File: src/rtl/button_pkg.sv
// button_pkg: shared definitions for the button gesture path.
//   - FSM state encoding (3 bits) as localparams plus a typed enum over them
//   - default timing parameters for button_gesture
package button_pkg;

  localparam logic [2:0] ST_IDLE      = 3'd0;
  localparam logic [2:0] ST_PRESS1    = 3'd1;
  localparam logic [2:0] ST_LONG_HOLD = 3'd2;
  localparam logic [2:0] ST_WAIT2     = 3'd3;
  localparam logic [2:0] ST_PRESS2    = 3'd4;

  typedef enum logic [2:0] {
    IDLE      = ST_IDLE,
    PRESS1    = ST_PRESS1,
    LONG_HOLD = ST_LONG_HOLD,
    WAIT2     = ST_WAIT2,
    PRESS2    = ST_PRESS2
  } gesture_state_e;

  localparam int LONG_TICKS_DEF   = 16;
  localparam int DCLICK_TICKS_DEF = 8;
  localparam int CNT_W_DEF        = 8;

endpackage

File: src/rtl/button_edge.sv
// button_edge: registers a button level and reports its rising/falling edges.
//   clk   in  system clock
//   rst_n in  synchronous active-low reset
//   d     in  button level, 1 = pressed
//   rise  out d went 0 -> 1 this cycle
//   fall  out d went 1 -> 0 this cycle
// The registered level resets to 1 so a button already held at reset must be
// released before it can produce a rise.
module button_edge
  import button_pkg::*;
(
  input  logic clk,
  input  logic rst_n,
  input  logic d,
  output logic rise,
  output logic fall
);

  logic d_q;

  always_ff @(posedge clk) begin
    if (!rst_n) begin
      d_q <= 1'b1;
    end else begin
      d_q <= d;
    end
  end

  assign rise = d & ~d_q;
  assign fall = ~d & d_q;

endmodule

File: src/rtl/button_gesture.sv
// button_gesture: classifies a debounced button level into short-press,
// long-press and double-click pulses plus a held-level flag.
//   clk          in  system clock
//   rst_n        in  synchronous active-low reset
//   tick         in  one-clk timebase enable
//   state        in  debounced button level, 1 = pressed
//   short_press  out one-clk pulse
//   long_press   out one-clk pulse
//   double_click out one-clk pulse
//   held         out high while a long press is in progress
//
// state     | meaning
// IDLE      | no gesture in progress, waiting for a press
// PRESS1    | first press down, counting ticks toward a long press
// LONG_HOLD | long press reported, waiting for release
// WAIT2     | first press released, counting ticks for a second press
// PRESS2    | second press down, double click reported on release
module button_gesture
  import button_pkg::*;
#(
  parameter int LONG_TICKS   = LONG_TICKS_DEF,
  parameter int DCLICK_TICKS = DCLICK_TICKS_DEF,
  parameter int CNT_W        = CNT_W_DEF
) (
  input  logic clk,
  input  logic rst_n,
  input  logic tick,
  input  logic state,
  output logic short_press,
  output logic long_press,
  output logic double_click,
  output logic held
);

  localparam logic [CNT_W-1:0] LONG_LAST   = CNT_W'(LONG_TICKS - 1);
  localparam logic [CNT_W-1:0] DCLICK_LAST = CNT_W'(DCLICK_TICKS - 1);
  localparam logic [CNT_W-1:0] CNT_MAX     = '1;

  logic rise;
  logic fall;

  gesture_state_e fsm_q, fsm_d;
  logic [CNT_W-1:0] cnt_q, cnt_d;
  logic short_q, short_d;
  logic long_q, long_d;
  logic dclick_q, dclick_d;
  logic held_q, held_d;

  button_edge u_edge (
    .clk   (clk),
    .rst_n (rst_n),
    .d     (state),
    .rise  (rise),
    .fall  (fall)
  );

  always_comb begin
    fsm_d    = fsm_q;
    cnt_d    = cnt_q;
    short_d  = 1'b0;
    long_d   = 1'b0;
    dclick_d = 1'b0;

    unique case (fsm_q)
      IDLE: begin
        if (rise) fsm_d = PRESS1;
      end
      PRESS1: begin
        // release wins over expiry landing on the same clk
        if (fall) begin
          fsm_d = WAIT2;
        end else if (tick && cnt_q == LONG_LAST) begin
          fsm_d  = LONG_HOLD;
          long_d = 1'b1;
        end else if (tick && cnt_q != CNT_MAX) begin
          cnt_d = cnt_q + 1'b1;
        end
      end
      LONG_HOLD: begin
        if (fall) fsm_d = IDLE;
      end
      WAIT2: begin
        // second press wins over expiry landing on the same clk
        if (rise) begin
          fsm_d = PRESS2;
        end else if (tick && cnt_q == DCLICK_LAST) begin
          fsm_d   = IDLE;
          short_d = 1'b1;
        end else if (tick && cnt_q != CNT_MAX) begin
          cnt_d = cnt_q + 1'b1;
        end
      end
      PRESS2: begin
        if (fall) begin
          fsm_d    = IDLE;
          dclick_d = 1'b1;
        end
      end
      default: begin
        fsm_d = IDLE;
      end
    endcase

    // every transition restarts the timing window
    if (fsm_d != fsm_q) cnt_d = '0;

    held_d = (fsm_d == LONG_HOLD);
  end

  always_ff @(posedge clk) begin
    if (!rst_n) begin
      fsm_q    <= IDLE;
      cnt_q    <= '0;
      short_q  <= 1'b0;
      long_q   <= 1'b0;
      dclick_q <= 1'b0;
      held_q   <= 1'b0;
    end else begin
      fsm_q    <= fsm_d;
      cnt_q    <= cnt_d;
      short_q  <= short_d;
      long_q   <= long_d;
      dclick_q <= dclick_d;
      held_q   <= held_d;
    end
  end

  assign short_press  = short_q;
  assign long_press   = long_q;
  assign double_click = dclick_q;
  assign held         = held_q;

endmodule

File: config.mk
export PLATFORM = sky130hd
export DESIGN_NAME = button_gesture
export DESIGN_NICKNAME = d
export VERILOG_FILES = /design/src/rtl/button_pkg.sv /design/src/rtl/button_edge.sv /design/src/rtl/button_gesture.sv
export SDC_FILE = /design/constraint.sdc
export NUM_CORES = 1
export LEC_CHECK = 0
export ABC_AREA = 1
export ABC_CLOCK_PERIOD_IN_PS = 2100
export CORE_MARGIN = 10
export CORE_UTILIZATION = 55
export DETAILED_ROUTE_END_ITERATION = 10
export GPL_TIMING_DRIVEN = 0
export PLACE_DENSITY_LB_ADDON = 0.12
export SLEW_MARGIN = 30
export SYNTH_ARGS = -nofsm -noshare
export SYNTH_HDL_FRONTEND = slang
export SYNTH_SLANG_ARGS = --single-unit
File: constraint.sdc
create_clock -name clk -period 2.1 [get_ports clk]
set_input_delay 0.315 -clock clk [delete_from_list [all_inputs] [get_ports clk]]
set_output_delay 0.315 -clock clk [all_outputs]
set_load 0.005 [all_outputs]
==> metrics.cfg <==
[status]
status = completed

[cells_and_area]
num_antenna_cells = 0
nets = 169
drive_gt1_share_pct = 15.34
post-route-util_pct = 65.49
layout.cells.non_filler = 188
design_area_sq_mm = 0.001119
area_growth_pct = 14.03

[setup_path]
timing.rr.start = cnt_q[0]$_SDFFE_PP0P_
startpoint_type = flop
cp.arrival_ps = 1850
r2r-end = cnt_q[7]$_SDFFE_PP0P_
worstSetupPathType = reg2reg
r2r_slack_ps = 440
worstPathMaxFanout = 8
reg2reg_depth = 10
cp.required_ps = 2290
end_kind = flop

[pwr]
cellPowerDensity_mw_per_mm2 = 502.5
peakVddDrop_mv = 0.3878
total_leakage_power_nw = 0.5313

[min_path]
hp-start = fsm_q[2]$_SDFF_PN0_
min_delay_path_depth = 2
min_to = double_click$_SDFF_PN0_
hp-class = reg2reg

[grt]
grt_max_degree = 11
overflow = 0
track_usage_pct = 10.10
antenna_found_initial = 0
grt_pass1_wl_um = 3263
first_global_vias = 789

[synthesis]
syn_avg_cell_area_sq_um = 6.454
synth_common_cells = nand2_1, nor2_1, inv_1
ys_top_cells_by_area = dfxtp_1, nand2_1, nor2_1
async_flop_share_pct = 0
ys_types = 20
yosys_warnings = 0
synth_seq_cells = 16
synth_ff_type = dfxtp_1
netlist.area_leader.share_pct = 32.65
synthesis.nets = 157
yosysMostFrequentCell = nand2_1
yosys.area.top_type = dfxtp_1
syn_area_sq_um = 980.9
yosysSeqAreaShare_pct = 32.65
synth_edf_count = 0
synthCells = 152

[run]
cap_violations = 0

[timing]
maxSlewViolCount = 0
skew_ps = 0.8442
rsz0062_at_grt = false
finalCritPeriodShare_pct = 79.09
relSlewSlack_pct = 81.04
tns_ps = 0
hold_viol_final = 0
tightest_slew_ps = 281.9
fmax_mhz = 602.1
min_period_ps = 1661
setup-violations-final = 0

[placement]
place_inst = 184
gp_congestion = 0.8237
portBuffers = 7
dpl_cell_area_sq_mm = 0.001082
hpwl_um = 1443

[cts]
hold_buffers = 0
clock_path_buffers = 2
cts-root-buf = clkbuf_4
cts_buffers = 3
htreeDepth = 1
ctsResizeCount = 0
clk_pin_slew_ps = 90
post_cts_buffers = 0
cts.sinks = 16
clk-insertion-delay-late_ps = 290
cts_tree = built

[route]
postRouteWirelength_um = 1939
first_iter_violations = 13
vias_per_cell = 4.787
vias = 900
first_pass_iters = 4
antenna_left = 0
wire_per_inst_um = 10.31
drc = 0

[floorplanning]
initial_core_util_pct = 57.44
core_area_sq_mm = 0.001708
dieArea_sq_mm = 0.003873
io_pins = 8
rows = 15
die_y_um = 62.23
dieWidth_um = 62.23

[metal layers]
metal | wire length (um) | GRT usage (%)
met1 | 985 | 12.74
met2 | 825 | 14.74
met3 | 87 | 3.047
met4 | 40 | 5.714
met5 | 0 | 0
[flip-flops by register name, summed over array words and instances, names as in the netlist]
name	flops
held	1
long_press	1
cnt_q	8
double_click	1
u_edge.d_q	1
fsm_q	3
short_press	1
[layout by cell type, fill, tap and decap left out, types with 3 or more instances in the layout]
| cell type | netlist | layout |
|---|---|---|
| clkbuf_4 | 0 | 3 |
| nand2_1 | 40 | 40 |
| nor2_2 | 3 | 3 |
| nor3_1 | 3 | 3 |
| inv_2 | 7 | 7 |
| nand2_2 | 3 | 3 |
| dfxtp_1 | 16 | 16 |
| nor2_1 | 25 | 25 |
| xor2_1 | 6 | 6 |
| inv_1 | 20 | 20 |
| nand3_1 | 14 | 14 |
| clkdlybuf4s50_1 | 0 | 7 |
[per-stage QoR]
stage | worst slack [ps] | hold WS [ps] | power [mW]
floorplan | 683.3 | 383.8 | 0.3461
global placement | 241.9 | 500.9 | 0.3611
detailed placement | 228.7 | 525.2 | 0.3620
CTS | 456.0 | 537.4 | 0.5712
global route | 297.2 | 574.7 | 0.5893
finish | 439.2 | 539.3 | 0.5621
[worst max path at each step]
stage	from	cells after the start	slack [ps]	endpoint
final	cnt_q[0]$_SDFFE_PP0P_	10	440	cnt_q[7]$_SDFFE_PP0P_
after global routing	cnt_q[0]$_SDFFE_PP0P_	10	300	cnt_q[1]$_SDFFE_PP0P_
after CTS	cnt_q[0]$_SDFFE_PP0P_	10	460	cnt_q[5]$_SDFFE_PP0P_
after detailed placement	state	9	230	cnt_q[5]$_SDFFE_PP0P_
after global placement	state	9	240	cnt_q[5]$_SDFFE_PP0P_
after floorplan	cnt_q[0]$_SDFFE_PP0P_	11	680	cnt_q[6]$_SDFFE_PP0P_
[cell type report]
class,instances,area [sq um]
well taps,25,31.28
flip-flops and latches,16,320.3
fillers,155,589.3
clock buffers,4,36.28
repair buffers,7,70.07
inverters,27,101.3
multi-input cells,109,559.3
[kinds of logic after synthesis]
family / after synthesis / synth area share [%]
and+or+nand+nor: 98 / 47.96
buffers and inverters: 27 / 10.33
DFF: 16 / 32.65
xor gates and xnor gates: 6 / 5.357
AOI/OAI and AO/OA: 4 / 2.423
adders and majority gates: 1 / 1.275
[power by group]
part           leakage (nW)  total, mW  switching, mW  internal [mW]
registers             0.129      0.309        0.00288          0.306
logic                 0.381     0.0460         0.0299         0.0161
clock network        0.0210      0.207          0.101          0.106
total                 0.531      0.562          0.134          0.428
[critical path, cell delays in order (launching register included)]
cell and delay [ps]:
dfxtp_1 390, ha_1 220, nand2_2 120, inv_1 80, nand2_1 50, nor2_1 120
nor2_2 50, nor2_1 160, nand3_1 120, nand3_2 190, nor2_1 60
Power figures use the tool's default switching activity.
